## src/rtl/relm_div_seq.sv

```systemverilog
// Initiator-side sequencer for the custom-unit divide: DIV -> DIVINIT -> DIVLOOP* -> DIVMOD.
// Define RELM_DIV_SEQ_SIGNED_EN for two's-complement operands with sign fix-up on DONE entry.
module relm_div_seq #(
  parameter int WD  = 32,
  parameter int WOP = 5,
  parameter int WC  = 64
) (
  input  logic                clk,
  input  logic                rst,
  input  logic                start_valid,
  output logic                start_ready,
  input  logic [WD-1:0]       n_in,
  input  logic [WD-1:0]       d_in,
  output logic                res_valid,
  input  logic                res_ready,
  output logic [WD-1:0]       q_out,
  output logic [WD-1:0]       r_out,
  output logic                dz_out,
  output logic [WOP-1:0]      cu_op_out,
  output logic                cu_opb_out,
  output logic [WD-1:0]       cu_x_out,
  output logic [WD-1:0]       cu_xb_out,
  output logic [WD-1:0]       cu_a_out,
  output logic [WC+WD-1:0]    cu_cb_out,
  input  logic [WD-1:0]       cu_a_in,
  input  logic [WC+WD-1:0]    cu_cb_in,
  input  logic                cu_retry_in,
  input  logic [WD-1:0]       cu_mul_a_in,
  input  logic [WD-1:0]       cu_mul_x_in,
  output logic [2*WD-1:0]     cu_mul_ax_out
);
  localparam int LW = $clog2(WD);
  localparam logic [WOP-1:0] DIV_OP = WOP'(3'b101);

  typedef enum logic [2:0] {S_IDLE, S_DIV, S_INIT0, S_INIT1, S_LOOP, S_MOD, S_DONE} state_t;
  state_t state;

  logic [WD-1:0]    n_r, d_r, a_r;
  logic [WC+WD-1:0] cb_r;
  logic [WD-1:0]    n_mag, d_mag, q_fix, r_fix;

  function automatic logic [LW-1:0] msb_idx(input logic [WD-1:0] v);
    msb_idx = '0;
    for (int i = 0; i < WD; i++) if (v[i]) msb_idx = LW'(i);
  endfunction

`ifdef RELM_DIV_SEQ_SIGNED_EN
  logic neg_q, neg_r;
  assign n_mag = n_in[WD-1] ? -n_in : n_in;
  assign d_mag = d_in[WD-1] ? -d_in : d_in;
  assign q_fix = neg_q ? -cu_cb_in[WD-1:0] : cu_cb_in[WD-1:0];
  assign r_fix = neg_r ? -cu_a_in : cu_a_in;
`else
  assign n_mag = n_in;
  assign d_mag = d_in;
  assign q_fix = cu_cb_in[WD-1:0];
  assign r_fix = cu_a_in;
`endif

  // Combinational on rst so the port reads ready in the very first cycle after reset.
  assign start_ready = (state == S_IDLE) && !rst;

  always_ff @(posedge clk) begin
    if (rst) begin
      state         <= S_IDLE;
      res_valid     <= 1'b0;
      q_out         <= '0;
      r_out         <= '0;
      dz_out        <= 1'b0;
      n_r           <= '0;
      d_r           <= '0;
      a_r           <= '0;
      cb_r          <= '0;
      cu_mul_ax_out <= '0;
`ifdef RELM_DIV_SEQ_SIGNED_EN
      neg_q         <= 1'b0;
      neg_r         <= 1'b0;
`endif
    end else begin
      cu_mul_ax_out <= (2*WD)'(cu_mul_a_in) * (2*WD)'(cu_mul_x_in);
      case (state)
        S_IDLE: if (start_valid) begin
          n_r    <= n_mag;
          d_r    <= d_mag;
          dz_out <= 1'b0;
`ifdef RELM_DIV_SEQ_SIGNED_EN
          neg_q  <= n_in[WD-1] ^ d_in[WD-1];
          neg_r  <= n_in[WD-1];
`endif
          if (d_in == '0) begin
            q_out     <= '1;
            r_out     <= n_in;
            dz_out    <= 1'b1;
            res_valid <= 1'b1;
            state     <= S_DONE;
          end else begin
            state <= S_DIV;
          end
        end
        // Starting quotient bit: MSB(N) scaled down by MSB position of D (0 if D is wider).
        S_DIV: if (!cu_retry_in) begin
          cb_r  <= cu_cb_in;
          a_r   <= cu_a_in >> msb_idx(cu_cb_in[WD-1:0]);
          state <= S_INIT0;
        end
        S_INIT0: if (!cu_retry_in) state <= S_INIT1;
        S_INIT1: if (!cu_retry_in) begin
          cb_r  <= cu_cb_in;
          a_r   <= cu_a_in;
          state <= (a_r == '0) ? S_MOD : S_LOOP;
        end
        S_LOOP: if (!cu_retry_in) begin
          cb_r  <= cu_cb_in;
          a_r   <= cu_a_in;
          state <= (cu_a_in == '0) ? S_MOD : S_LOOP;
        end
        S_MOD: if (!cu_retry_in) begin
          q_out     <= q_fix;
          r_out     <= r_fix;
          res_valid <= 1'b1;
          state     <= S_DONE;
        end
        S_DONE: if (res_ready) begin
          res_valid <= 1'b0;
          state     <= S_IDLE;
        end
        default: state <= S_IDLE;
      endcase
    end
  end

  always_comb begin
    cu_op_out  = '0;
    cu_opb_out = 1'b0;
    cu_x_out   = '0;
    cu_xb_out  = '0;
    cu_a_out   = '0;
    cu_cb_out  = '0;
    case (state)
      S_DIV: begin
        cu_op_out = DIV_OP;
        cu_a_out  = n_r;
        cu_xb_out = d_r;
      end
      S_INIT0, S_INIT1, S_LOOP, S_MOD: begin
        cu_op_out  = DIV_OP;
        cu_opb_out = 1'b1;
        cu_a_out   = a_r;
        cu_cb_out  = cb_r;
        cu_x_out[WOP+1:WOP] = (state == S_LOOP) ? 2'b10 :
                              (state == S_MOD)  ? 2'b11 : 2'b01;
      end
      default: ;
    endcase
  end
endmodule

```

## config.mk

```make
export PLATFORM = sky130hd
export DESIGN_NAME = relm_div_seq
export DESIGN_NICKNAME = d
export VERILOG_FILES = /design/src/rtl/relm_div_seq.sv
export SDC_FILE = /design/constraint.sdc
export NUM_CORES = 2
export LEC_CHECK = 0
export CORE_MARGIN = 2
export CORE_UTILIZATION = 50
export DETAILED_ROUTE_END_ITERATION = 16
export PLACE_DENSITY = 0.73
export REMOVE_ABC_BUFFERS = 1
export SLEW_MARGIN = 15
export SYNTH_ARGS = -nofsm -noshare
export SYNTH_HDL_FRONTEND = slang
export SYNTH_SLANG_ARGS = --single-unit
```

## constraint.sdc

```tcl
create_clock -name clk -period 12.8 [get_ports clk]
set_clock_uncertainty 0.15 [all_clocks]
set_input_delay 2.56 -clock clk [delete_from_list [all_inputs] [get_ports clk]]
set_output_delay 2.56 -clock clk [all_outputs]
set_load 0.01 [all_outputs]
```

==> flow_summary.ini <==
[timing]
tns_ns = 0
setup_ws_ns = 1.77
worstMarginPinSlew_ns = 1.25
slew_viol_final = 0
post-route-period-util_pct = 86.2
hold_viol = 0
slew_headroom_pct = 16.4
setup-violations-final = 0
post-route-min-period_ns = 11.03
grt_setup_unrepaired = no
timing.fmax_mhz = 90.6

[die]
core_sq_um = 94700
pin_count = 590
initial_core_util_pct = 50.2
die_w_um = 313
rows = 113
fp.dieArea_sq_um = 97700
die_y_um = 313

[place]
numPlacedInstances = 7070
pre_cts_ws_ns = 1.35
gp_congestion = 1.00
hpwl_mm = 123
port-buffer-count = 556

[min_path]
hold_path.class = flip-flop to flip-flop

[yosys]
ys_top_cells_by_area = fa_1, dfxtp_1, and2_1
syn_avg_cell_area_sq_um = 8.65
syn_inst = 5501
ys_types = 78
synthFlopType = dfxtp_1
yosysTopAreaCell = fa_1
ys_seq_area_share_pct = 13.7
synth_top_area_share_pct = 37.7
ys_ff_latch = 325
yosys_warnings = 0
async_flop_share_pct = 0
netlist_area_sq_um = 47600
synth_edf_count = 0

[global_routing]
antenna_found_initial = 15
grt_overflow = 0
grtUsageTotal_pct = 31.4
grt_start_max_net_pins = 103
grt_pass1_vias = 40300
grt_pass1_wl_mm = 237

[detailed_routing]
vias_per_cell = 5.47
drcViolationCount = 0
dr.first_iter.drc_count = 3285
dr_total_vias = 39100
final_antenna_net_count = 0
first_pass_iters = 6
finalWirelength_mm = 152
avgRoutedWirePerCell_um = 21.3

[clock_network]
cts_buffer_depth = 3
cts_buffers = 38
clock_latency_ns = 0.58
cts_setup_buffers = 0
cts_resized = 0
root_buffer = clkbuf_16
cts_sinks = 325
clkTransAtPathRegs_ns = 0.06
holdBufCountCts = 0
cts_tree = built
h-tree-depth = 2

[finish]
fin_cells = 7150
area_growth_pct = 16.4
layout-drive-gt1-share_pct = 3.54
final_nets = 7265
fill_cells = 8404

[status]
outcome = complete, no violations

[critical_path]
worstPathRequired_ns = 13.09
critPathArrivalTime_ns = 11.33
endpoint_kind = flip-flop
cp-start-kind = input pin
crit_fanout = 23
critPathKind = input pin to flip-flop

[flow_run]
drv_cap = 0
[critical path, stage by stage]
cell and delay (ns):
clkdlybuf4s50_1 1.26, buf_4 0.34, nand2_1 0.09, fa_1 0.57, inv_1 0.05, fa_1 0.49, inv_1 0.05, fa_1 0.42
fa_1 0.51, inv_1 0.06, fa_1 0.51, fa_1 0.51, fa_1 0.51, inv_1 0.06, fa_1 0.48, inv_1 0.04
ha_1 0.35, a21o_1 0.22, a21o_1 0.17, a21o_1 0.20, a21boi_0 0.44, o31ai_1 0.22, o31ai_1 0.31, buf_4 0.19
o31ai_1 0.07, a21oi_1 0.21, o21ai_0 0.11, mux2_2 0.27
[flip-flops by register name, indices dropped and copies added, names as in the netlist]
name,count
d_r,32
n_r,32
cb_r,96
cu_mul_ax_out,64
state,3
a_r,32
res_valid,1
dz_out,1
q_out,32
r_out,32
[per-layer routing]
layer | vias up | wire [um] | GRT usage [%]
met3 | 362 | 11200 | 5.55
met4 | 6 | 6740 | 13.2
met1 | 19800 | 60700 | 41.0
li1 | 17400 | - | -
met5 | - | 37 | 0
met2 | 1618 | 73500 | 51.6
[metrics by stage]
stage / instance area (sq um) / hold WS, ns / util [%]
2_1_floorplan: 46100 / 0.276 / -
3_3_place_gp: 54000 / 0.287 / 57.1
3_5_place_dp: 54100 / 0.292 / 57.1
4_1_cts: 55400 / 0.301 / 58.5
5_1_grt: 55400 / 0.315 / 58.5
6_report: 55400 / 0.299 / 58.5
[placed cells by master (no fill, tap or decap), types with 40 or more instances in the layout]
master             n
nand2_1          929
inv_1            924
fa_1             896
and2_1           629
clkdlybuf4s50_1  553
dfxtp_1          325
ha_1             263
nor2_1           246
a21oi_1          232
mux2i_1          108
buf_4             92
nor3_1            61
a211oi_1          52
o21ai_0           41
a21o_1            40
[cells in the mapped netlist (13+ instances only)]
library cell / count
ha_1: 263
a21oi_1: 232
buf_1: 18
xor2_1: 25
o21ai_0: 41
a221oi_1: 13
nand2_1: 931
nand4_1: 18
fa_1: 896
xnor2_1: 29
nand3_1: 27
and2_1: 630
clkbuf_1: 315
inv_1: 924
nor4_1: 37
o211ai_1: 16
o21bai_1: 13
mux2i_1: 108
a21o_1: 40
mux2_2: 15
nor3_1: 62
buf_4: 35
a211oi_1: 52
a22o_1: 34
nor2_1: 247
a31oi_1: 13
nor2b_1: 14
dfxtp_1: 325
[kinds of logic after synthesis]
kind of cell / count (synthesis) / share of synthesized area, %
adder cells (fa/ha/maj): 1159 / 44.6
AO/OA/AOI/OAI: 534 / 7.42
flip-flops: 325 / 13.7
other: 1 / 0.00788
XOR/XNOR: 54 / 0.994
multiplexers: 130 / 2.84
AND/OR/NAND/NOR: 1997 / 19.9
buffers and inverters: 1301 / 10.6
[path summary, 6_finish.rpt]
kind | from | to | slack [ns] | depth (start not counted)
max | cu_mul_a_in[29] | cu_mul_ax_out[62] | 1.77 | 28
min | cb_r[80] | cb_r[80] | 0.30 | 2
max reg2reg | state[1] | a_r[0] | 8.54 | 10
min reg2reg | cb_r[80] | cb_r[80] | 0.30 | 2
[layout make-up]
cell class	count	area [sq um]	share of cell area (%)
well taps	1265	1580	2.86
clock buffers	47	1060	1.91
multi-input cells	3907	36200	65.4
flip-flops and latches	325	6510	11.7
diodes	12	30.0	0.0542
inverters	924	3470	6.26
clock inverters	21	263	0.474
repair buffers	649	6260	11.3
Power is left out: the tool's default activity adds up to more than one toggle a clock period on the data nets, which glitch-free logic cannot reach.
